`config.mk`:
```
export PLATFORM = sky130hd
export DESIGN_NAME = mem_load_queue
export DESIGN_NICKNAME = d
export VERILOG_FILES = /design/src/rtl/mem_pkg.sv /design/src/rtl/ld_align.sv /design/src/rtl/mem_load_queue.sv
export SDC_FILE = /design/constraint.sdc
export NUM_CORES = 1
export LEC_CHECK = 0
export CORE_ASPECT_RATIO = 1.1
export CORE_UTILIZATION = 44
export CTS_CLUSTER_DIAMETER = 150
export DETAILED_ROUTE_END_ITERATION = 10
export PLACE_DENSITY = 0.78
export SYNTH_ARGS = -nofsm -noshare
export SYNTH_HDL_FRONTEND = slang
export SYNTH_SLANG_ARGS = --single-unit
```
`constraint.sdc`:
```
create_clock -name clk -period 3.37 [get_ports clk]
set_clock_uncertainty 0.15 [all_clocks]
set_input_delay 0.674 -clock clk [delete_from_list [all_inputs] [get_ports clk]]
set_output_delay 0.674 -clock clk [all_outputs]
set_load 0.03 [all_outputs]
```
`src/rtl/mem_pkg.sv`:
```
// Shared definitions for the memory-stage load queue.
// Holds the load-size encoding and the per-entry control record. The data
// and PC payloads are kept outside the record so that they can follow the
// XLEN parameter of the queue instance.
package mem_pkg;

    // Load access size as driven by EX on in_ld_size
    typedef enum logic [1:0] {
        LD_B = 2'd0,
        LD_H = 2'd1,
        LD_W = 2'd2
    } ld_size_e;

    // Control part of one in-flight memory-stage entry
    typedef struct packed {
        logic       valid;        // slot holds a live instruction
        logic       waiting;      // memory response still outstanding
        logic       is_load;      // result comes from memory
        logic [1:0] ld_size;      // ld_size_e encoding
        logic       ld_unsigned;  // zero-extend instead of sign-extend
        logic [1:0] addr_lo;      // byte offset of the access
        logic       rf_we;        // writes the register file
        logic [4:0] rf_waddr;     // destination register
    } mq_entry_t;

    localparam mq_entry_t MQ_ENTRY_NULL = '{
        valid:       1'b0,
        waiting:     1'b0,
        is_load:     1'b0,
        ld_size:     2'b00,
        ld_unsigned: 1'b0,
        addr_lo:     2'b00,
        rf_we:       1'b0,
        rf_waddr:    5'd0
    };

endpackage

```
`src/rtl/ld_align.sv`:
```
// Load data aligner: picks the addressed byte or half-word out of a raw
// memory word and sign- or zero-extends it to XLEN. Words pass unchanged.
// Ports:
//   rdata       in  XLEN  raw memory response word
//   ld_size     in  2     access size (LD_B / LD_H / LD_W)
//   ld_unsigned in  1     zero-extend when set
//   addr_lo     in  2     byte offset of the access
//   data        out XLEN  aligned and extended result
module ld_align
    import mem_pkg::*;
#(
    parameter int XLEN = 32
) (
    input  logic [XLEN-1:0] rdata,
    input  logic [1:0]      ld_size,
    input  logic            ld_unsigned,
    input  logic [1:0]      addr_lo,
    output logic [XLEN-1:0] data
);

    logic [7:0]  byte_s;
    logic [15:0] half_s;

    // Select the addressed lane and extend it to the full register width
    always_comb begin
        byte_s = rdata[{addr_lo, 3'b000} +: 8];
        half_s = rdata[{addr_lo[1], 4'b0000} +: 16];
        case (ld_size)
            LD_B: data = ld_unsigned ? {{(XLEN-8){1'b0}}, byte_s}
                                     : {{(XLEN-8){byte_s[7]}}, byte_s};
            LD_H: data = ld_unsigned ? {{(XLEN-16){1'b0}}, half_s}
                                     : {{(XLEN-16){half_s[15]}}, half_s};
            LD_W: data = rdata;
            default: data = rdata;
        endcase
    end

endmodule

```
`src/rtl/mem_load_queue.sv`:
```
// Memory-stage load queue. Keeps up to DEPTH instructions in age order
// between EX and WB, matches in-order data_ok responses to the oldest entry
// still waiting, and drops responses that belong to flushed instructions.
// Ports:
//   clk, resetn                       clock, asynchronous active-low reset
//   in_valid / in_allowin             EX -> queue handshake
//   in_pc, in_req_sent, in_is_load,
//   in_ld_size, in_ld_unsigned,
//   in_addr_lo, in_rf_we, in_rf_waddr,
//   in_alu_result                     instruction payload from EX
//   data_ok / rdata                   in-order memory response
//   flush                             exception/ertn flush
//   out_valid / out_allowin           queue -> WB handshake
//   out_pc, out_rf_we, out_rf_waddr,
//   out_rf_wdata                      retiring (head) entry
//   fwd_we/fwd_waddr/fwd_wdata/
//   fwd_ready                         per-age-slot forwarding, slot 0 oldest
//   protocol_err                      sticky: response with nothing outstanding
module mem_load_queue
    import mem_pkg::*;
#(
    parameter int DEPTH = 2,
    parameter int XLEN  = 32
) (
    input  logic                  clk,
    input  logic                  resetn,
    input  logic                  in_valid,
    output logic                  in_allowin,
    input  logic [XLEN-1:0]       in_pc,
    input  logic                  in_req_sent,
    input  logic                  in_is_load,
    input  logic [1:0]            in_ld_size,
    input  logic                  in_ld_unsigned,
    input  logic [1:0]            in_addr_lo,
    input  logic                  in_rf_we,
    input  logic [4:0]            in_rf_waddr,
    input  logic [XLEN-1:0]       in_alu_result,
    input  logic                  data_ok,
    input  logic [XLEN-1:0]       rdata,
    input  logic                  flush,
    output logic                  out_valid,
    input  logic                  out_allowin,
    output logic [XLEN-1:0]       out_pc,
    output logic                  out_rf_we,
    output logic [4:0]            out_rf_waddr,
    output logic [XLEN-1:0]       out_rf_wdata,
    output logic [DEPTH-1:0]      fwd_we,
    output logic [5*DEPTH-1:0]    fwd_waddr,
    output logic [XLEN*DEPTH-1:0] fwd_wdata,
    output logic [DEPTH-1:0]      fwd_ready,
    output logic                  protocol_err
);

    localparam int PW = (DEPTH > 1) ? $clog2(DEPTH) : 1;
    localparam int CW = $clog2(DEPTH + 1);
    localparam int DW = $clog2(2 * DEPTH + 1);

    mq_entry_t       ent_r  [DEPTH];
    logic [XLEN-1:0] data_r [DEPTH];   // alu_result at allocation, load data after capture
    logic [XLEN-1:0] pc_r   [DEPTH];
    logic [PW-1:0]   head_r;
    logic [PW-1:0]   tail_r;
    logic [CW-1:0]   count_r;
    logic [DW-1:0]   discard_r;        // responses still owed to flushed entries
    logic            protocol_err_r;

    logic [PW-1:0]   slot_idx_s [DEPTH];
    logic            wait_found_s;
    logic [PW-1:0]   wait_idx_s;
    logic [CW-1:0]   wait_cnt_s;
    logic            wait_is_load_s;
    logic [1:0]      wait_size_s;
    logic            wait_uns_s;
    logic [1:0]      wait_addr_s;
    logic [XLEN-1:0] aligned_s;
    logic            capture_s;
    logic            discard_dec_s;
    logic            proto_s;
    logic            retire_s;
    logic            alloc_s;
    logic [DW-1:0]   disc_sum_s;
    logic [DW-1:0]   disc_next_s;

    function automatic logic [PW-1:0] ptr_inc(input logic [PW-1:0] p);
        logic [PW-1:0] r;
        if (p == PW'(DEPTH - 1)) r = {PW{1'b0}};
        else                     r = p + PW'(1'b1);
        return r;
    endfunction

    // Map age slot i (0 = oldest) onto its physical buffer index
    always_comb begin
        for (int i = 0; i < DEPTH; i++) begin
            slot_idx_s[i] = PW'((int'(head_r) + i) % DEPTH);
        end
    end

    // Find the oldest waiting entry and count all waiting entries
    always_comb begin
        wait_found_s = 1'b0;
        wait_idx_s   = {PW{1'b0}};
        wait_cnt_s   = {CW{1'b0}};
        for (int i = 0; i < DEPTH; i++) begin
            if (ent_r[slot_idx_s[i]].valid && ent_r[slot_idx_s[i]].waiting) begin
                wait_cnt_s = wait_cnt_s + CW'(1'b1);
                if (!wait_found_s) begin
                    wait_found_s = 1'b1;
                    wait_idx_s   = slot_idx_s[i];
                end else begin
                    wait_found_s = 1'b1;
                end
            end else begin
                wait_cnt_s = wait_cnt_s;
            end
        end
        wait_is_load_s = ent_r[wait_idx_s].is_load;
        wait_size_s    = ent_r[wait_idx_s].ld_size;
        wait_uns_s     = ent_r[wait_idx_s].ld_unsigned;
        wait_addr_s    = ent_r[wait_idx_s].addr_lo;
    end

    ld_align #(.XLEN(XLEN)) u_ld_align (
        .rdata       (rdata),
        .ld_size     (wait_size_s),
        .ld_unsigned (wait_uns_s),
        .addr_lo     (wait_addr_s),
        .data        (aligned_s)
    );

    // Response routing, handshakes and post-flush discard count
    always_comb begin
        // A response pays off flushed debt first, then the oldest waiter
        discard_dec_s = data_ok & (discard_r != {DW{1'b0}});
        capture_s     = data_ok & (discard_r == {DW{1'b0}}) & wait_found_s;
        proto_s       = data_ok & (discard_r == {DW{1'b0}}) & ~wait_found_s;
        out_valid     = ent_r[head_r].valid & ~ent_r[head_r].waiting;
        retire_s      = out_valid & out_allowin;
        in_allowin    = ~flush & ((count_r < CW'(DEPTH)) | retire_s);
        alloc_s       = in_valid & in_allowin;
        disc_sum_s    = discard_r + DW'(wait_cnt_s);
        if (data_ok && (disc_sum_s != {DW{1'b0}})) begin
            disc_next_s = disc_sum_s - DW'(1'b1);
        end else begin
            disc_next_s = disc_sum_s;
        end
    end

    // Head and forwarding views, all taken straight from registered state
    always_comb begin
        out_pc       = pc_r[head_r];
        out_rf_we    = ent_r[head_r].rf_we;
        out_rf_waddr = ent_r[head_r].rf_waddr;
        out_rf_wdata = data_r[head_r];
        protocol_err = protocol_err_r;
        fwd_we       = {DEPTH{1'b0}};
        fwd_ready    = {DEPTH{1'b0}};
        fwd_waddr    = {(5*DEPTH){1'b0}};
        fwd_wdata    = {(XLEN*DEPTH){1'b0}};
        for (int i = 0; i < DEPTH; i++) begin
            fwd_we[i]                 = ent_r[slot_idx_s[i]].valid & ent_r[slot_idx_s[i]].rf_we;
            fwd_ready[i]              = ~ent_r[slot_idx_s[i]].waiting;
            fwd_waddr[5*i +: 5]       = ent_r[slot_idx_s[i]].rf_waddr;
            fwd_wdata[XLEN*i +: XLEN] = data_r[slot_idx_s[i]];
        end
    end

    // Queue state: allocate, capture, retire, flush and discard tracking
    always_ff @(posedge clk or negedge resetn) begin
        if (!resetn) begin
            for (int i = 0; i < DEPTH; i++) begin
                ent_r[i]  <= MQ_ENTRY_NULL;
                data_r[i] <= {XLEN{1'b0}};
                pc_r[i]   <= {XLEN{1'b0}};
            end
            head_r         <= {PW{1'b0}};
            tail_r         <= {PW{1'b0}};
            count_r        <= {CW{1'b0}};
            discard_r      <= {DW{1'b0}};
            protocol_err_r <= 1'b0;
        end else if (flush) begin
            for (int i = 0; i < DEPTH; i++) begin
                ent_r[i].valid   <= 1'b0;
                ent_r[i].waiting <= 1'b0;
            end
            head_r         <= {PW{1'b0}};
            tail_r         <= {PW{1'b0}};
            count_r        <= {CW{1'b0}};
            discard_r      <= disc_next_s;
            protocol_err_r <= protocol_err_r | proto_s;
        end else begin
            protocol_err_r <= protocol_err_r | proto_s;
            if (discard_dec_s) begin
                discard_r <= discard_r - DW'(1'b1);
            end
            if (capture_s) begin
                ent_r[wait_idx_s].waiting <= 1'b0;
                if (wait_is_load_s) begin
                    data_r[wait_idx_s] <= aligned_s;
                end
            end
            if (retire_s) begin
                ent_r[head_r].valid <= 1'b0;
                head_r              <= ptr_inc(head_r);
            end
            // When full, tail equals head; this write overrides the retire clear
            if (alloc_s) begin
                ent_r[tail_r] <= '{
                    valid:       1'b1,
                    waiting:     in_req_sent,
                    is_load:     in_is_load,
                    ld_size:     in_ld_size,
                    ld_unsigned: in_ld_unsigned,
                    addr_lo:     in_addr_lo,
                    rf_we:       in_rf_we,
                    rf_waddr:    in_rf_waddr
                };
                data_r[tail_r] <= in_alu_result;
                pc_r[tail_r]   <= in_pc;
                tail_r         <= ptr_inc(tail_r);
            end
            case ({alloc_s, retire_s})
                2'b10:   count_r <= count_r + CW'(1'b1);
                2'b01:   count_r <= count_r - CW'(1'b1);
                default: count_r <= count_r;
            endcase
        end
    end

endmodule

```
==> run metrics <==
crit path max fanout=54; Slew Viols, Final=0; net count after synthesis=1125; Post-Place Cells=1449; Critical Path AT=2470 ps; core region area=0.0205 mm^2; Slew HR=57.7%; initial drt markers=549; Via density=5.59; Clock Sinks=164; Fin. Hold Viols=0; first-pass GRT wire length=44900 um; Max VDD drop=0.420 mV; first drt pass iteration count=5; WL/cell=18.8 um; DIE WIDTH=140 um; CTS tree=done; crit path launch type=flop; num ports=266; Critical Path, Cell by Cell=buf_6 -> mux2_2 -> clkdlybuf4s50_1; Yosys warnings=0; final net count=1337; Critical Path End Type=primary output; worst-margin pin slew=617 ps; Crit Path Category=flop to primary output; clk root buf=clkbuf_16; HPWL Detailed=19500 um; Max Cap Violations=0; minimum clock period=3290 ps; Total Power=10.0 mW; Setup TNS Final=0 ps; worst slack at placement=29.7 ps; routed via count=8283; final worst setup slack=79.7 ps; H-tree depth=4; Rows=55; Pwr Density=798 mW/mm^2; synthesized flop and latch total=164; Worst-path clk slew=70 ps; Finished Layout Cells=1481; synthesized area=0.00920 mm^2; layout cell share with drive strength beyond 1=16.1%; async set-reset flop share out of synthesis=100%; largest net degree at the start of global routing=69; Die Area=0.0215 mm^2; fin area=0.0126 mm^2; post-route clock period utilization=97.6%; initial antenna violation count=1; Final ANT Viol Nets=0; maximum buffer depth of the clock tree=2; status=complete, no violations; cell count after synthesis=1001; Starting Density=44.9%; area growth from synthesis to layout=36.6%; total CTS buffers=17; GRT Resource Usage Total=26.6%; Die H=154 um; RSZ-0062 raised after global routing=no; Routed WL=27900 um; vias in the first global route=8358; Worst-Skew Late Latency=420 ps; Yosys cell types=62; Max Freq=0.304 GHz; gr ovfl total=0; Crit-path slowest cell=clkdlybuf4s50_1; crit-path leading delay family=buffers and inverters; final design utilization=61.3%; Setup-failing EPs final=0; Synth Flop Type=dfrtp_1; Worst Path Buf+Inv=2; antenna fix cells=0; register area share after synthesis=44.6%; GPL Wtd Cong=0.920; WP data required=2550 ps; Buffers on Ports=265; number of synthesized flops with an enable pin=0; worst hold margin=38.5 ps; Leak=5.39 nW; max incr delay on CP=620 ps; Placed Instance Area=0.0119 mm^2; Hold WC Path Type=input pin to asynchronous set/reset pin; DRC=0; Mean Syn Cell Area=9.19 um^2
layout by cell type (no fill, tap or decap), drive strengths merged, types with 5 or more instances in the layout:
cell and instances:
a211oi 5, a21oi 39, a222oi 5, a22oi 8, a31oi 34, buf 31, clkbuf 20, clkdlybuf4s50 263
dfrtp 164, ha 8, inv 15, mux2 114, mux2i 11, nand2 314, nand2b 14, nand3 7
nor2 20, nor2b 7, nor3 9, o21ai 20, o221ai 13, o22ai 48
metal layers:
metal / track usage (%) / wire length [um]
met5: 0 / 13
met4: 8.01 / 564
met2: 46.2 / 14200
met3: 7.41 / 2390
met1: 31.9 / 10800
sequential cells by signal, summed over array words and instances, names as in the netlist:
register and count:
count_r 2, data_r 64, discard_r 3, ent_r 28
head_r 1, pc_r 64, protocol_err 1, tail_r 1
worst register-to-register path, delay by kind of cell, from the launching register on:
family,cells,cell delay [ps]
AOI/OAI and AO/OA,4,1130
muxes,2,590
DFF,1,550
and+or+nand+nor,2,320
adders and majority gates,1,310
area by class of cell:
class                   instances  area [um^2]
fillers                      1799         7940
multi-input cells             722         4540
flip-flops and latches        164         4110
repair buffers                294         2950
clock buffers                  20          447
well taps                     256          320
clock inverters                11          153
inverters                      14         52.6
final timing paths:
| check | start | to | slack (ps) | cells after the start |
|---|---|---|---|---|
| worst max-delay path | head_r | out_pc[0] | 80 | 3 |
| worst max register to register | head_r | data_r[5] | 170 | 9 |
| worst min-delay path | resetn | data_r[6] | 40 | 1 |
| worst min register to register | pc_r[47] | pc_r[47] | 320 | 2 |
| max in group asynchronous | resetn | head_r | 2270 | 2 |
| min in group clk | pc_r[47] | pc_r[47] | 320 | 2 |
cell usage after synthesis, drive strengths merged, types with 4 or more instances:
library cell    n  share of area (%)
nand2b         14               0.95
nand3           7               0.52
a211oi          5               0.52
nor3            9               0.49
mux2i          11                1.2
buf            62                4.5
dfrtp         164                 45
a31oi          34                2.3
o22ai          48                3.3
nor2b           7               0.48
nand3b          4               0.37
a21oi          39                2.3
inv            14               0.57
o221ai         13                1.2
nand2         314                 13
a22oi           8               0.65
clkbuf         39                1.6
ha              8                1.1
nor2           20                1.1
a222oi          5               0.54
o21ai          20                1.1
mux2          114                 14
logic make-up (layout without fill, tap and decap cells):
group | after synthesis | in the layout | synth area share (%)
AOI/OAI and AO/OA | 193 | 193 | 14.0
DFF | 164 | 164 | 44.6
muxes | 125 | 125 | 15.2
and+or+nand+nor | 392 | 392 | 18.0
buffers and inverters | 115 | 339 | 6.69
xor gates and xnor gates | 3 | 3 | 0.286
adders and majority gates | 9 | 9 | 1.31
what timing repair did:
action | 4_1_cts | 5_1_grt
setup endpoints to repair | 144 | 53
buffers inserted | 0 | 1
pin swaps | 0 | 1
gates resized for setup | 3 | 4
gates cloned | 0 | 0
hold buffers | 0 | 0
power by group:
part / switching, mW / internal, mW
clock: 0.807 / 1.19
sequential: 0.512 / 2.62
combinational: 2.74 / 2.16
total: 4.06 / 5.97
No activity file was read; power rests on OpenSTA's default activity.
